$ cat src/rtl/switch_debounce_if.sv
// Switch debouncer signal bundle: raw pad inputs in, debounced levels and
// edge pulses out. The debouncer sits on the slave side.
interface switch_debounce_if #(
  parameter int unsigned WIDTH = 8
);
  logic [WIDTH-1:0] switch_raw_i;
  logic [WIDTH-1:0] switch_o;
  logic [WIDTH-1:0] rise_o;
  logic [WIDTH-1:0] fall_o;
  logic             change_o;

  modport master (
    output switch_raw_i,
    input  switch_o,
    input  rise_o,
    input  fall_o,
    input  change_o
  );

  modport slave (
    input  switch_raw_i,
    output switch_o,
    output rise_o,
    output fall_o,
    output change_o
  );
endinterface

$ cat src/rtl/switch_debounce.sv
// Per-bit slide-switch debouncer: 2-flop synchronizer followed by a stability
// counter. A level is accepted after STABLE_CYCLES consecutive clocks that
// differ from the debounced value; acceptance emits registered rise/fall
// pulses and an aggregate change pulse in the same cycle.
module switch_debounce #(
  parameter int unsigned WIDTH         = 8,
  parameter int unsigned STABLE_CYCLES = 500000,
  parameter int unsigned CNT_W         = 20
) (
  input  logic              wb_clk,
  input  logic              wb_rst_n,
  switch_debounce_if.slave  sw
);

  localparam logic [CNT_W-1:0] LAST = CNT_W'(STABLE_CYCLES - 1);

  logic [WIDTH-1:0] sync1_q;
  logic [WIDTH-1:0] sync2_q;
  logic [CNT_W-1:0] cnt_q [WIDTH];
  logic [CNT_W-1:0] cnt_d [WIDTH];
  logic [WIDTH-1:0] sw_q,   sw_d;
  logic [WIDTH-1:0] rise_q, rise_d;
  logic [WIDTH-1:0] fall_q, fall_d;
  logic             change_q, change_d;

  // Two-flop synchronizer for the asynchronous pad inputs, nothing between.
  always_ff @(posedge wb_clk or negedge wb_rst_n) begin
    if (!wb_rst_n) begin
      sync1_q <= '0;
      sync2_q <= '0;
    end else begin
      sync1_q <= sw.switch_raw_i;
      sync2_q <= sync1_q;
    end
  end

  // Per-bit stability count; any agreeing cycle restarts it, exact compare
  // on the last count accepts the new level and fires the edge pulses.
  always_comb begin
    cnt_d  = '{default: '0};
    sw_d   = sw_q;
    rise_d = '0;
    fall_d = '0;
    for (int unsigned i = 0; i < WIDTH; i++) begin
      if (sync2_q[i] != sw_q[i]) begin
        if (cnt_q[i] == LAST) begin
          sw_d[i]   = sync2_q[i];
          rise_d[i] = sync2_q[i];
          fall_d[i] = ~sync2_q[i];
        end else begin
          cnt_d[i] = cnt_q[i] + 1'b1;
        end
      end
    end
    change_d = |(rise_d | fall_d);
  end

  // Counters, debounced levels and registered pulses.
  always_ff @(posedge wb_clk or negedge wb_rst_n) begin
    if (!wb_rst_n) begin
      cnt_q    <= '{default: '0};
      sw_q     <= '0;
      rise_q   <= '0;
      fall_q   <= '0;
      change_q <= 1'b0;
    end else begin
      cnt_q    <= cnt_d;
      sw_q     <= sw_d;
      rise_q   <= rise_d;
      fall_q   <= fall_d;
      change_q <= change_d;
    end
  end

  assign sw.switch_o = sw_q;
  assign sw.rise_o   = rise_q;
  assign sw.fall_o   = fall_q;
  assign sw.change_o = change_q;

endmodule
$ cat src/flat_wrapper.sv
// flat-port wrapper written by rule: the top's interface ports become plain ports
module switch_debounce_flat 
#(
  parameter int unsigned WIDTH         = 8,
  parameter int unsigned STABLE_CYCLES = 500000,
  parameter int unsigned CNT_W         = 20
)
  (wb_clk, wb_rst_n, sw_switch_raw_i, sw_switch_o, sw_rise_o, sw_fall_o, sw_change_o);
  switch_debounce_if #(.WIDTH(WIDTH)) sw_i ();
  input  logic wb_clk;
  input  logic wb_rst_n;
  input wire logic [$bits(sw_i.switch_raw_i)-1:0] sw_switch_raw_i;
  output wire logic [$bits(sw_i.switch_o)-1:0] sw_switch_o;
  output wire logic [$bits(sw_i.rise_o)-1:0] sw_rise_o;
  output wire logic [$bits(sw_i.fall_o)-1:0] sw_fall_o;
  output wire logic [$bits(sw_i.change_o)-1:0] sw_change_o;
  assign sw_i.switch_raw_i = sw_switch_raw_i;
  assign sw_switch_o = sw_i.switch_o;
  assign sw_rise_o = sw_i.rise_o;
  assign sw_fall_o = sw_i.fall_o;
  assign sw_change_o = sw_i.change_o;
  switch_debounce #(.WIDTH(WIDTH), .STABLE_CYCLES(STABLE_CYCLES), .CNT_W(CNT_W)) u_core (.wb_clk(wb_clk), .wb_rst_n(wb_rst_n), .sw(sw_i));
endmodule
$ cat config.mk
export PLATFORM = sky130hd
export DESIGN_NAME = switch_debounce_flat
export DESIGN_NICKNAME = d
export VERILOG_FILES = /design/src/rtl/switch_debounce_if.sv /design/src/rtl/switch_debounce.sv /design/src/flat_wrapper.sv
export SDC_FILE = /design/constraint.sdc
export NUM_CORES = 1
export LEC_CHECK = 0
export BUFFER_PORTS_ARGS = -buffer_cell sky130_fd_sc_hd__buf_2
export CORE_MARGIN = 10
export CORE_UTILIZATION = 62
export DETAILED_ROUTE_END_ITERATION = 10
export PLACE_DENSITY = 0.89
export SETUP_SLACK_MARGIN = 0.15
export SLEW_MARGIN = 20
export SYNTH_ARGS = -nofsm -noshare
export SYNTH_HDL_FRONTEND = slang
export SYNTH_SLANG_ARGS = --single-unit
$ cat constraint.sdc
create_clock -name wb_clk -period 2.2 [get_ports wb_clk]
set_input_delay 0.22 -clock wb_clk [delete_from_list [all_inputs] [get_ports wb_clk]]
set_output_delay 0.22 -clock wb_clk [all_outputs]
set_load 0.03 [all_outputs]
After elaboration in Yosys (flattened, before gate mapping) --
Cells that the tools add are included.
Storage, ports and cells: register bits after elaboration 201, input bits 10, output and inout port bits 25, logic and storage cells 111
Cells by class: add/subtract/negate cells 8, equal/unequal tests 16, mux-type cells 48, bitwise operators 9, reductions and logical operators 9
Operators with widths (count):
- $mux 20 | 16
- $add 20x1->20 const B | 8
- $eq 20x19->1 const B | 8
- $mux 1 | 32
- $reduce_and 2->1 | 8
- $ne 1x1->1 | 8
- $not 1->1 | 8
- $or 8x8->8 | 1
- $reduce_or 8->1 | 1

Longest topological paths before layout --
Gate-level depths: netlist of the first run.
word-level depth 5, mapped depth 7, mapped depth without buffers 6

Worst setup path before layout of the first run --
No wires, ideal clock.
path kind register -> register, start reg u_core.cnt_q[120] (netlist bit), end reg u_core.change_q (netlist: u_core.sw.change_o), setup time 139 ps, arrival time 1699 ps, required time 2061 ps, path slack 363 ps, cell stages (with the launch flop) 8, buffers on the path 1, clock period less this slack 1837 ps, cell sequence dfrtp_1 -> ha_1 -> and4_1 -> clkbuf_1 -> nand2_1 -> o22a_1 -> o221ai_1 -> or4_1
On the way: cells in the longest elaborated chain, start to end 5, elaborated cells on any way between the ends 7, those cells by class eq/ne (1); mux (4); bitwise (1); reduce/logical (1)
RTL lines:
- start, declared | line switch_debounce.sv:19 | logic [CNT_W-1:0] cnt_q [WIDTH];
- start signal, assigned | line switch_debounce.sv:67 | cnt_q <= cnt_d;
- $eq 20x19->1 (*) | line switch_debounce.sv:46 | if (cnt_q[i] == LAST) begin
- $mux 1 | line switch_debounce.sv:46
- $mux 1 | line switch_debounce.sv:45 | if (sync2_q[i] != sw_q[i]) begin
- $or 8x8->8 (*) | line switch_debounce.sv:55 | change_d = |(rise_d | fall_d);
- $reduce_or 8->1 (*) | line switch_debounce.sv:55
- net u_core.change_d | line switch_debounce.sv:24 | logic change_q, change_d;
- end signal, assigned | line switch_debounce.sv:71 | change_q <= change_d;
- end, declared | line switch_debounce.sv:24
The timed path passes the listed nets; every way through them passes the cells marked *. A chain may end at the register's enable or synchronous reset.

Final worst setup path of the first run --
start reg u_core.cnt_q[0] (netlist bit), end reg u_core.change_q (netlist: u_core.sw.change_o)
Same word-level chain as after synthesis.

==> results of run 1 <==
[placed cells by master (no fill, tap or decap), types with 9 or more instances in the layout]
cell	Yosys	final
and3_1	21	21
and4_1	10	9
buf_2	7	33
buf_4	1	13
clkbuf_16	0	21
dfrtp_1	201	201
dlygate4sd3_1	0	9
inv_1	18	18
nand2_1	51	51
nand3_1	53	53
nand4_1	43	43
nor2_1	192	192
nor3_1	27	27
nor3b_1	16	16
nor4_1	17	16
nor4b_1	12	11
xnor2_1	85	85
xor2_1	73	73
[power by group through the flow]
stage                     clock network [mW]  logic [mW]  registers, mW
after global routing                    3.69       0.278           3.81
final                                   3.45       0.244           3.80
after detailed placement                   0       0.234           3.87
after global placement                     0       0.228           3.86
after floorplan                            0       0.104           3.85
after CTS                               3.52       0.250           3.80
[sequential cells by signal (all words and copies together) (netlist names)]
register	cells
u_core.sw.change_o	1
u_core.sw.rise_o	8
u_core.cnt_q	160
u_core.sync1_q	8
u_core.sw.fall_o	8
u_core.sw.switch_o	8
u_core.sync2_q	8
[per-stage QoR]
step	cells	setup slack, ns	utilization
global route	1147	0.137	0.722
floorplan	880	0.363	-
global placement	1099	0.277	0.666
detailed placement	1099	0.219	0.666
finish	1147	0.239	0.722
CTS	1146	0.202	0.720
[final timing paths]
| check | endpoint | cells past startpoint | slack, ns | from |
|---|---|---|---|---|
| setup / recovery | u_core.sw.change_o | 6 | 0.24 | u_core.cnt_q[0] |
| hold / removal | u_core.cnt_q[40] | 2 | 0.28 | wb_rst_n |
| setup reg to reg | u_core.sw.change_o | 6 | 0.24 | u_core.cnt_q[0] |
| hold reg to reg | u_core.sync2_q[5] | 0 | 0.34 | u_core.sync1_q[5] |
| max in group asynchronous | u_core.sync1_q[1] | 3 | 1.22 | wb_rst_n |
| min in group wb_clk | u_core.sync2_q[5] | 0 | 0.34 | u_core.sync1_q[5] |
[what timing repair did]
action	4_1_cts	5_1_grt
buffers inserted	2	1
hold buffers	9	0
endpoints found under the hold margin	70	0
setup endpoints to repair	1	22
gates resized for setup	0	6
pin swaps	0	2
[critical path, stage by stage, from the launching register on]
cell,delay [ns]
dfrtp_1,0.42
ha_1,0.27
nand4_1,0.22
nor2_1,0.09
nand4_1,0.13
o221ai_1,0.17
or4_1,0.53
[layout make-up]
cell class                 instances  area share
sequential                       201       0.479
tap                              184      0.0219
timing repair buffer              59      0.0406
clock buffer                      31      0.0603
multi-input combinational        649       0.387
inverter                          18     0.00644
clock inverter                     5     0.00477
[logic make-up (layout without fill, tap and decap cells)]
kind of cell    after synthesis  count (layout)  synth area share
mux                           8               8            0.0106
flops                       201             201             0.546
buf+inv                      30             113            0.0160
fa+ha+maj                     8               8            0.0109
compound gates                3               3           0.00258
simple gates                472             472             0.264
xor+xnor                    158             158             0.150
[layer usage]
layer | share of wire | up-vias | GRT usage
li1 | - | 3139 | -
met1 | 0.44 | 3239 | 0.237
met2 | 0.50 | 140 | 0.297
met3 | 0.040 | 30 | 0.0340
met4 | 0.021 | 0 | 0.0533
met5 | 0 | - | 0
==> results.md, run 1 <==
- Die width: 142 um
- Worst max-slew margin expressed relative to the limit: 0.623
- Share of power burned in combinational logic: 0.033
- Post-DP HPWL: 11800 um
- Leading cell type by number of instances after synthesis: dfrtp_1
- Setup total negative slack: 0 ns
- Startpoint type of the worst setup path: flip-flop
- CTS sink count: ~200
- Max Freq: between 500 and 600 MHz
- Net Count, Synth: 898
- Number of design-rule violations left by the first detailed-router iteration: roughly 370
- Hold Vio Cnt, Final: 0
- Vias after detailed routing: roughly 6500
- Minimum clock period: between 1.5 and 2 ns
- # IOs: 35
- Fin Clk Skew: about 0.013 ns
- Class of the most critical hold timing path: primary input to async pin
- Post-route cell area: about 10000 sq um
- Synth top cells by count: 201 x dfrtp_1, 192 x nor2_1, 85 x xnor2_1, 73 x xor2_1, 53 x nand3_1
- Total clock buffers created by CTS: 21
- Routability congestion estimate: ~0.85
- Chip height: ~140 um
- Overall overflow remaining after global route: 0
- Power density cells: around 700 nW/um^2
- Std-Cell Core Area: 14500 sq um
- Worst voltage drop across the vdd grid: about 0.5 mV
- Unrepaired setup endpoints after global routing: true
- Clk pin slew, worst setup/hold paths: ~0.07 ns
- Placement Cell Area: just under 10000 sq um
- Site Rows: between 40 and 50
- Cell types with the largest area share after synthesis: dfrtp_1 55%, xnor2_1 8.1%, nor2_1 7.8%
- # port buffers: 34
- DRC Markers: 0
- Final clock period utilization by the worst path: 0.891
- DRT Pass-1 Iters: 5
- Count of nets left with antenna violations after detail routing: 0
- Total GRT Usage: 0.180
- Total area of multi-input combinational cells: approximately 4000 sq um
- Gate count after technology mapping: 880
- Netlist area before placement: around 9000 sq um
- Top flip-flop cell by instance count after synthesis: dfrtp_1
- Cell type with the highest aggregate area in the netlist: dfrtp_1
- Net switching fraction of the power: 0.209
- Share of layout cells above drive strength 1: 0.115
- Clock network fraction of total power: 0.460
- Total routed wirelength: roughly 18000 um
- Library cells used by synthesis: 39
- Required time worst endpoint: 2.55 ns
- Synth top area share: 0.546
- Worst path arrival time: roughly 2.3 ns
- Post-synthesis register bit count: 201
- Outcome: completed
- Ant diodes: 0
- Design internal power: roughly 6 mW
- Maximum number of pins on one net before global-route repair: about 70
- NumNets Final: ~970
- Net switching power: 1.57 mW
- Final count of negative-setup-slack endpoints: 0
- Total number of H-tree levels: 1
- Seq/Total Area, Yosys: 0.546
- Area occupied by registers: a little over 5000 sq um
- Clock tree buffer depth: 3
- Transition time at the pin with the least slew margin: 0.565 ns
- Overall Power: 7.50 mW
- Count of yosys warnings during synthesis: 0
- WL per Instance: about 16 um
- Fillcell total: 981
- Slew Limit Fails: 0
- Flop pwr share: 0.507
- Initial antenna violation count: 0
- Worst hold-check slack: roughly 0.28 ns
- Critical path capture point type: flip-flop
- Crit Path Category: flip-flop to flip-flop
- Leak: 4.59 nW
- Biggest fanout along the worst timing path: 5
- Wire length of the first global-routing pass: a little over 30000 um
- Clock root buffer master: clkbuf_16
- Share of synthesized registers carrying an async set or reset: 1.00
- Initial Util: 0.634
- Area growth from synthesis to layout: 14.0%
- Count of flip-flops with a built-in enable after synthesis: 0
- Clock insertion delay at the later pin of the skew report: slightly below 0.5 ns
- Syn avg cell area: ~10 sq um
- Area of the die: 20100 sq um
- Clock tree from TritonCTS: done
- Detail-routed via count per cell: between 5 and 6
- Via count of the first global-routing pass: 6581
- Maxcap violations: 0
Power figures use the tool's default switching activity.
==> inputs of run 2 (changes only) <==
--- a/config.mk
+++ b/config.mk
@@ -8,6 +8,7 @@
 export BUFFER_PORTS_ARGS = -buffer_cell sky130_fd_sc_hd__buf_2
 export CORE_MARGIN = 10
 export CORE_UTILIZATION = 62
+export CTS_BUF_LIST = sky130_fd_sc_hd__clkbuf_16
 export DETAILED_ROUTE_END_ITERATION = 10
 export PLACE_DENSITY = 0.89
 export SETUP_SLACK_MARGIN = 0.15
==> run 2 against run 1 <==
Hold slack improved by 0.022 ns; critical endpoint unchanged; highest routed layer unchanged; global-route usage decreased by 0.41 points; setup slack improved by 0.028 ns; sequential power about the same; count of clock-buffer cells in the layout decreased by 10; register-to-register slack improved by 0.03 ns.
==> results.md, run 2 (synthesis gave the netlist of run 1 again) <==
- Share of power burned in combinational logic: 0.034 (was 0.033)
- Worst voltage drop across the vdd grid: 0.514 mV (about the same)
- Minimum clock period: 1.93 ns (was 1.96 ns)
- Initial antenna violation count: 0 (unchanged)
- Fin Clk Skew: 0.0156 ns (was 0.0134 ns)
- Post-route worst setup slack: 0.267 ns (was 0.239 ns)
- Setup total negative slack: 0 ns (unchanged)
- Via count of the first global-routing pass: 6412 (was 6581)
- Total clock buffers created by CTS: 21 (unchanged)
- # port buffers: 34 (unchanged)
- Endpoint of the worst-slack reg-to-reg timing path: u_core.sw.change_o (unchanged)
- Total routed wirelength: 18000 um (about the same)
- Most used cells in the layout excluding fill and tap cells: 201 x dfrtp_1, 192 x nor2_1, 85 x xnor2_1 (unchanged)
- Flop pwr share: 0.525 (was 0.507)
- DRT Pass-1 Iters: 4 (was 5)
- Max Freq: 517 MHz (was 510 MHz)
- Cell count after placement: 1099 (unchanged)
- Clock tree buffer depth: 3 (unchanged)
- Met2 routed wirelength: 8860 um (was 8920 um)
- Leak: 4.55 nW (was 4.59 nW)
- CTS sink count: 201 (unchanged)
- Worst path arrival time: 2.30 ns (was 2.31 ns)
- Transition time at the pin with the least slew margin: 0.722 ns (was 0.565 ns)
- Clk pin slew, worst setup/hold paths: 0.06 ns (was 0.07 ns)
- Count of nets left with antenna violations after detail routing: 0 (unchanged)
- Maxcap violations: 0 (unchanged)
- Maximum number of pins on one net before global-route repair: 68 (unchanged)
- Worst slack at placement: 0.219 ns (unchanged)
- Clock root buffer master: clkbuf_16 (unchanged)
- Crit Path Category: flip-flop to flip-flop (unchanged)
- Core occupancy in the finished layout: 0.718 (was 0.722)
- Wire length on met1: 8010 um (was 7970 um)
- Total number of H-tree levels: 1 (unchanged)
- Site Rows: 44 (unchanged)
- DRC Markers: 0 (unchanged)
- Top sig layer: met4 (unchanged)
- Hold Vio Cnt, Final: 0 (unchanged)
- Most flop-heavy register: u_core.cnt_q (unchanged)
- Area growth from synthesis to layout: 13.3% (was 14.0%)
- Library cell contributing the largest single delay on the critical path: or4_1 (unchanged)
- Post-DP HPWL: 11800 um (unchanged)
- Worst max-slew margin expressed relative to the limit: 0.512 (was 0.623)
- Vias after detailed routing: 6561 (was 6548)
- Stage delay of the slowest cell on the critical path: 0.52 ns (was 0.53 ns)
- Worst path cell trace: ha_1, and4_1, nand2_1, o22a_1, o221ai_2, or4_1 (was ha_1, nand4_1, nor2_1, nand4_1, o221ai_1, or4_1)
- NumNets Final: 970 (was 968)
- Class of the most critical hold timing path: primary input to async pin (unchanged)
- Overall overflow remaining after global route: 0 (unchanged)
- Worst hold-check slack: 0.298 ns (was 0.276 ns)
- Overall Power: 7.24 mW (was 7.50 mW)
- Startpoint of the lowest-slack register-to-register path: u_core.cnt_q[120] (was u_core.cnt_q[0])
- Chip height: 142 um (unchanged)
- Power density cells: 694 nW/um^2 (was 714 nW/um^2)
- Startpoint type of the worst setup path: flip-flop (unchanged)
- Outcome: completed (unchanged)
- Met3 Routed Length: 737 um (was 727 um)
- Share of layout cells above drive strength 1: 0.110 (was 0.115)
- Biggest fanout along the worst timing path: 6 (was 5)
- Most frequent standard cell in the layout excluding fill and tap cells: dfrtp_1 (unchanged)
- Die width: 142 um (unchanged)
- Wire length of the first global-routing pass: 30200 um (was 30900 um)
- Total GRT Usage: 0.176 (was 0.180)
- Clock insertion delay at the later pin of the skew report: 0.49 ns (about the same)
- Minimum setup slack among reg-to-reg paths: 0.27 ns (was 0.24 ns)
- Final count of negative-setup-slack endpoints: 0 (unchanged)
- Cell count of the worst reg-to-reg path: 6 (unchanged)
- Std-Cell Core Area: 14500 sq um (unchanged)
- Fillcell total: 991 (was 981)
- Unrepaired setup endpoints after global routing: false (was true)
- WL per Instance: 15.6 um (was 15.7 um)
- Routability congestion estimate: 0.849 (unchanged)
- Post-layout instance count excluding filler cells: 1149 (was 1147)
- Post-route cell area: 10400 sq um (was 10500 sq um)
- Detail-routed via count per cell: 5.71 (about the same)
- Number of design-rule violations left by the first detailed-router iteration: 406 (was 365)
- Slew Limit Fails: 0 (unchanged)
- Net switching fraction of the power: 0.216 (was 0.209)
- Clock tree from TritonCTS: done (unchanged)
- Net switching power: 1.57 mW (about the same)
- Clock network fraction of total power: 0.441 (was 0.460)
- Area of the die: 20100 sq um (unchanged)
- Critical path capture point type: flip-flop (unchanged)
- Ant diodes: 0 (unchanged)
- Placement Cell Area: 9670 sq um (unchanged)
- Required time worst endpoint: 2.56 ns (was 2.55 ns)
- Design internal power: 5.67 mW (was 5.93 mW)
- # IOs: 35 (unchanged)
- Number of flip-flops under the largest register name: 160 (unchanged)
- Initial Util: 0.634 (unchanged)
- Gate family responsible for the most delay along the worst path: simple AND/OR/NAND/NOR gates (unchanged)
- Crit path from: u_core.cnt_q[120] (was u_core.cnt_q[0])
- Worst Path Buf+Inv: 0 (unchanged)
- Final clock period utilization by the worst path: 0.879 (was 0.891)
[run 2: changes by cell type in the layout (fill, tap and decap cells not counted), moves of 2 or more]
| cell | previous run | this run |
|---|---|---|
| clkbuf_8 | 8 | 1 |
| clkbuf_1 | 3 | 0 |
| buf_4 | 13 | 15 |
| clkinv_1 | 0 | 7 |
| inv_1 | 18 | 21 |
[run 2: timing repair]
item / CTS / global route
resized for setup: 0 / 4
buffers inserted: 0 / 5
hold buffers: 9 / 0
setup endpoints to repair: 0 / 22
hold endpoints to repair: 70 / 0
[run 2: area by class of cell]
cell class                      count  area, sq um  area share
Tap cell                          184          230      0.0221
Timing Repair Buffer               61          442      0.0423
Inverter                           18         67.6     0.00647
Sequential cell                   201         5030       0.482
Multi-Input combinational cell    649         4050       0.388
Clock inverter                     15         87.6     0.00839
Clock buffer                       21          526      0.0504
[run 2: worst max-delay path by stage]
stage | endpoint | slack (ns) | cells after the start
floorplan | u_core.sw.change_o | 0.36 | 7
global placement | u_core.sw.change_o | 0.28 | 6
detailed placement | u_core.sw.change_o | 0.22 | 6
CTS | u_core.sw.change_o | 0.17 | 6
global route | u_core.cnt_q[18] | 0.13 | 6
finish | u_core.sw.change_o | 0.27 | 6
[run 2: layer usage]
metal,global-route usage,vias up
li1,-,3142
met1,0.235,3254
met2,0.289,132
met3,0.0310,33
met4,0.0495,0
met5,0,-
[run 2: power by group through the flow]
stage / combinational [mW] / clock [mW] / sequential, mW
floorplan: 0.104 / 0 / 3.85
global placement: 0.228 / 0 / 3.86
detailed placement: 0.234 / 0 / 3.87
CTS: 0.249 / 3.24 / 3.80
global route: 0.279 / 3.41 / 3.81
finish: 0.246 / 3.19 / 3.80
[run 2: worst reg2reg max path: stages, from the launching register on]
cell	delay (ns)
dfrtp_1	0.41
ha_1	0.25
and4_1	0.26
nand2_1	0.10
o22a_1	0.18
o221ai_2	0.10
or4_1	0.52
==> inputs of run 3 (changes only) <==
--- a/config.mk
+++ b/config.mk
@@ -5,12 +5,12 @@
 export SDC_FILE = /design/constraint.sdc
 export NUM_CORES = 1
 export LEC_CHECK = 0
-export BUFFER_PORTS_ARGS = -buffer_cell sky130_fd_sc_hd__buf_2
+export BUFFER_PORTS_ARGS = -buffer_cell sky130_fd_sc_hd__buf_4
 export CORE_MARGIN = 10
 export CORE_UTILIZATION = 62
 export CTS_BUF_LIST = sky130_fd_sc_hd__clkbuf_16
 export DETAILED_ROUTE_END_ITERATION = 10
-export PLACE_DENSITY = 0.89
+export PLACE_DENSITY = 0.8
 export SETUP_SLACK_MARGIN = 0.15
 export SLEW_MARGIN = 20
 export SYNTH_ARGS = -nofsm -noshare
==> constraint.sdc (replaced) <==
create_clock -name wb_clk -period 1.95 [get_ports wb_clk]
set_input_delay 0.195 -clock wb_clk [delete_from_list [all_inputs] [get_ports wb_clk]]
set_output_delay 0.195 -clock wb_clk [all_outputs]
set_load 0.03 [all_outputs]
==> run 3 against run 2 <==
Combinational power is 23% higher; power is 11% higher; via count is 1.0% lower; sequential power is 13% higher; sequential share of layout area is 1.7 points lower; largest cell class unchanged.
==> results.md, run 3 (synthesis gave the netlist of run 1 again) <==
- Outcome: completed (unchanged)
- # IOs: 35 (unchanged)
- Post-DP HPWL: 12000 um (was 11800 um)
- Overall overflow remaining after global route: 0 (unchanged)
- Startpoint type of the worst setup path: flip-flop (unchanged)
- Flop pwr share: 0.533 (was 0.525)
- Hold Vio Cnt, Final: 0 (unchanged)
- Total routed wirelength: 17600 um (was 18000 um)
- Clock root buffer master: clkbuf_16 (unchanged)
- Fillcell total: 1004 (was 991)
- Maxcap violations: 0 (unchanged)
- Setup total negative slack: 0 ns (unchanged)
- Startpoint of the lowest-slack register-to-register path: u_core.cnt_q[125] (was u_core.cnt_q[120])
- Chip height: 142 um (unchanged)
- Wire length of the first global-routing pass: 30200 um (about the same)
- Endpoint of the worst-slack reg-to-reg timing path: u_core.sw.switch_o[1] (was u_core.sw.change_o)
- Maximum number of pins on one net before global-route repair: 54 (was 68)
- Area growth from synthesis to layout: 17.4% (was 13.3%)
- Initial antenna violation count: 0 (unchanged)
- DRT Pass-1 Iters: 4 (unchanged)
- Number of design-rule violations left by the first detailed-router iteration: 454 (was 406)
- Worst voltage drop across the vdd grid: 0.720 mV (was 0.514 mV)
- Area occupied by registers: 5030 sq um (about the same)
- Unrepaired setup endpoints after global routing: false (unchanged)
- CTS sink count: 201 (unchanged)
- Met1 routing resource usage after global routing: 0.247 (was 0.235)
- Design internal power: 6.29 mW (was 5.67 mW)
- Most used cells in the layout excluding fill and tap cells: 200 x dfrtp_1, 191 x nor2_1, 85 x xnor2_1 (was 201 x dfrtp_1, 192 x nor2_1, 85 x xnor2_1)
- Routability congestion estimate: 0.840 (was 0.849)
- Minimum clock period: 1.85 ns (was 1.93 ns)
- Die width: 142 um (unchanged)
- Share of power burned in combinational logic: 0.038 (was 0.034)
- Number of flip-flops under the largest register name: 160 (unchanged)
- Cell count of the worst reg-to-reg path: 4 (was 6)
- Clock tree buffer depth: 3 (unchanged)
- Met3 Use GR: 0.0350 (was 0.0310)
- Net switching power: 1.76 mW (was 1.57 mW)
- Share of layout cells above drive strength 1: 0.154 (was 0.110)
- DRC Markers: 0 (unchanged)
- Total number of H-tree levels: 1 (unchanged)
- Final clock period utilization by the worst path: 0.949 (was 0.879)
- NumNets Final: 998 (was 970)
- Ant diodes: 0 (unchanged)
- Worst max-slew margin expressed relative to the limit: 0.705 (was 0.512)
- Final count of negative-setup-slack endpoints: 0 (unchanged)
- Crit Path Category: flip-flop to flip-flop (unchanged)
- Class of the most critical hold timing path: primary input to async pin (unchanged)
- Clock insertion delay at the later pin of the skew report: 0.49 ns (about the same)
- Slew Limit Fails: 0 (unchanged)
- Gr busiest metal: met2 (unchanged)
- Std-Cell Core Area: 14500 sq um (unchanged)
- Clock tree from TritonCTS: done (unchanged)
- Total GRT Usage: 0.176 (about the same)
- Clock network fraction of total power: 0.429 (was 0.441)
- Vias after detailed routing: 6493 (was 6561)
- Transition time at the pin with the least slew margin: 0.443 ns (was 0.722 ns)
- # port buffers: 34 (unchanged)
- WL per Instance: 14.9 um (was 15.6 um)
- Required time worst endpoint: 2.31 ns (was 2.56 ns)
- Total clock buffers created by CTS: 21 (unchanged)
- Clk pin slew, worst setup/hold paths: 0.06 ns (about the same)
- Fin Clk Skew: 0.0104 ns (was 0.0156 ns)
- Via count of the first global-routing pass: 6393 (was 6412)
- Site Rows: 44 (unchanged)
- Most frequent standard cell in the layout excluding fill and tap cells: dfrtp_1 (unchanged)
- Area of the die: 20100 sq um (unchanged)
- Initial Util: 0.634 (unchanged)
- Detail-routed via count per cell: 5.52 (was 5.71)
- Worst path arrival time: 2.21 ns (was 2.30 ns)
- Biggest fanout along the worst timing path: 6 (unchanged)
- Placement Cell Area: 9920 sq um (was 9670 sq um)
- Count of nets left with antenna violations after detail routing: 0 (unchanged)
- Post-route cell area: 10800 sq um (was 10400 sq um)
- Met2 usage: 0.273 (was 0.289)
- Leak: 4.69 nW (was 4.55 nW)
- Max Freq: 540 MHz (was 517 MHz)
- Net switching fraction of the power: 0.218 (was 0.216)
- Minimum setup slack among reg-to-reg paths: 0.1 ns (was 0.27 ns)
- Power density cells: 744 nW/um^2 (was 694 nW/um^2)
- Critical path capture point type: flip-flop (unchanged)
- Total area of multi-input combinational cells: 4150 sq um (was 4050 sq um)
- Most flop-heavy register: u_core.cnt_q (unchanged)
==> run 3: cell types whose count changed in the layout (fill, tap and decap cells not counted), moves of 3 or more <==
| cell | delta |
|---|---|
| nor3b_2 | +3 |
| nor3b_1 | -3 |
| ha_2 | +5 |
| ha_1 | -7 |
| buf_4 | +59 |
| buf_2 | -33 |
==> run 3: worst max-delay path, cell delays in order (launching register included) <==
cell and delay (ns):
dfrtp_1 0.45, nor3_1 0.35, nand4_1 0.19, or3_4 0.43, mux2_4 0.31
==> run 3: repair_timing <==
action | CTS | global route
endpoints found under the hold margin | 56 | 0
hold buffers | 9 | 0
resized for setup | 4 | 23
endpoints found under the setup margin | 41 | 147
pin swaps | 2 | 10
buffers inserted | 3 | 9
==> run 3: area by class of cell <==
type	instances	share of cell area
repair buffers	89	0.0686
clock inverters	14	0.00579
flip-flops and latches	201	0.465
inverters	18	0.00625
well taps	184	0.0213
clock buffers	21	0.0486
multi-input cells	649	0.384
==> run 3: worst max path at each step <==
stage                           start               endpoint
finish              u_core.cnt_q[125]  u_core.sw.switch_o[1]
global route        u_core.cnt_q[126]  u_core.sw.switch_o[1]
detailed placement  u_core.cnt_q[140]     u_core.sw.change_o
global placement    u_core.cnt_q[126]  u_core.sw.switch_o[1]
CTS                   u_core.cnt_q[0]     u_core.sw.change_o
floorplan           u_core.cnt_q[120]     u_core.sw.change_o
==> run 3: per-stage QoR <==
| step | utilization | power (mW) | hold slack [ns] | instances | worst slack, ns |
|---|---|---|---|---|---|
| final | 0.744 | 8.05 | 0.226 | 1176 | 0.0991 |
| after global routing | 0.744 | 8.36 | 0.269 | 1176 | 0.0723 |
| after CTS | 0.731 | 8.13 | 0.235 | 1167 | 0.0914 |
| after detailed placement | 0.682 | 4.64 | 0.185 | 1120 | 0.0565 |
| after global placement | 0.682 | 4.63 | 0.181 | 1120 | 0.126 |
| after floorplan | - | 4.47 | -0.101 | 880 | 0.161 |
==> run 3: power by group through the flow <==
stage / Sequential [mW] / Combinational [mW] / Clock, mW
2_1_floorplan: 4.35 / 0.118 / 0
3_5_place_dp: 4.36 / 0.275 / 0
6_report: 4.29 / 0.303 / 3.46
4_1_cts: 4.29 / 0.292 / 3.55
3_3_place_gp: 4.36 / 0.269 / 0
5_1_grt: 4.30 / 0.345 / 3.72
==> run 3: routing by layer <==
| layer | up-vias | wire, um |
|---|---|---|
| met5 | - | 0 |
| met3 | 28 | 723 |
| li1 | 3203 | - |
| met1 | 3158 | 8170 |
| met2 | 104 | 8270 |
| met4 | 0 | 394 |
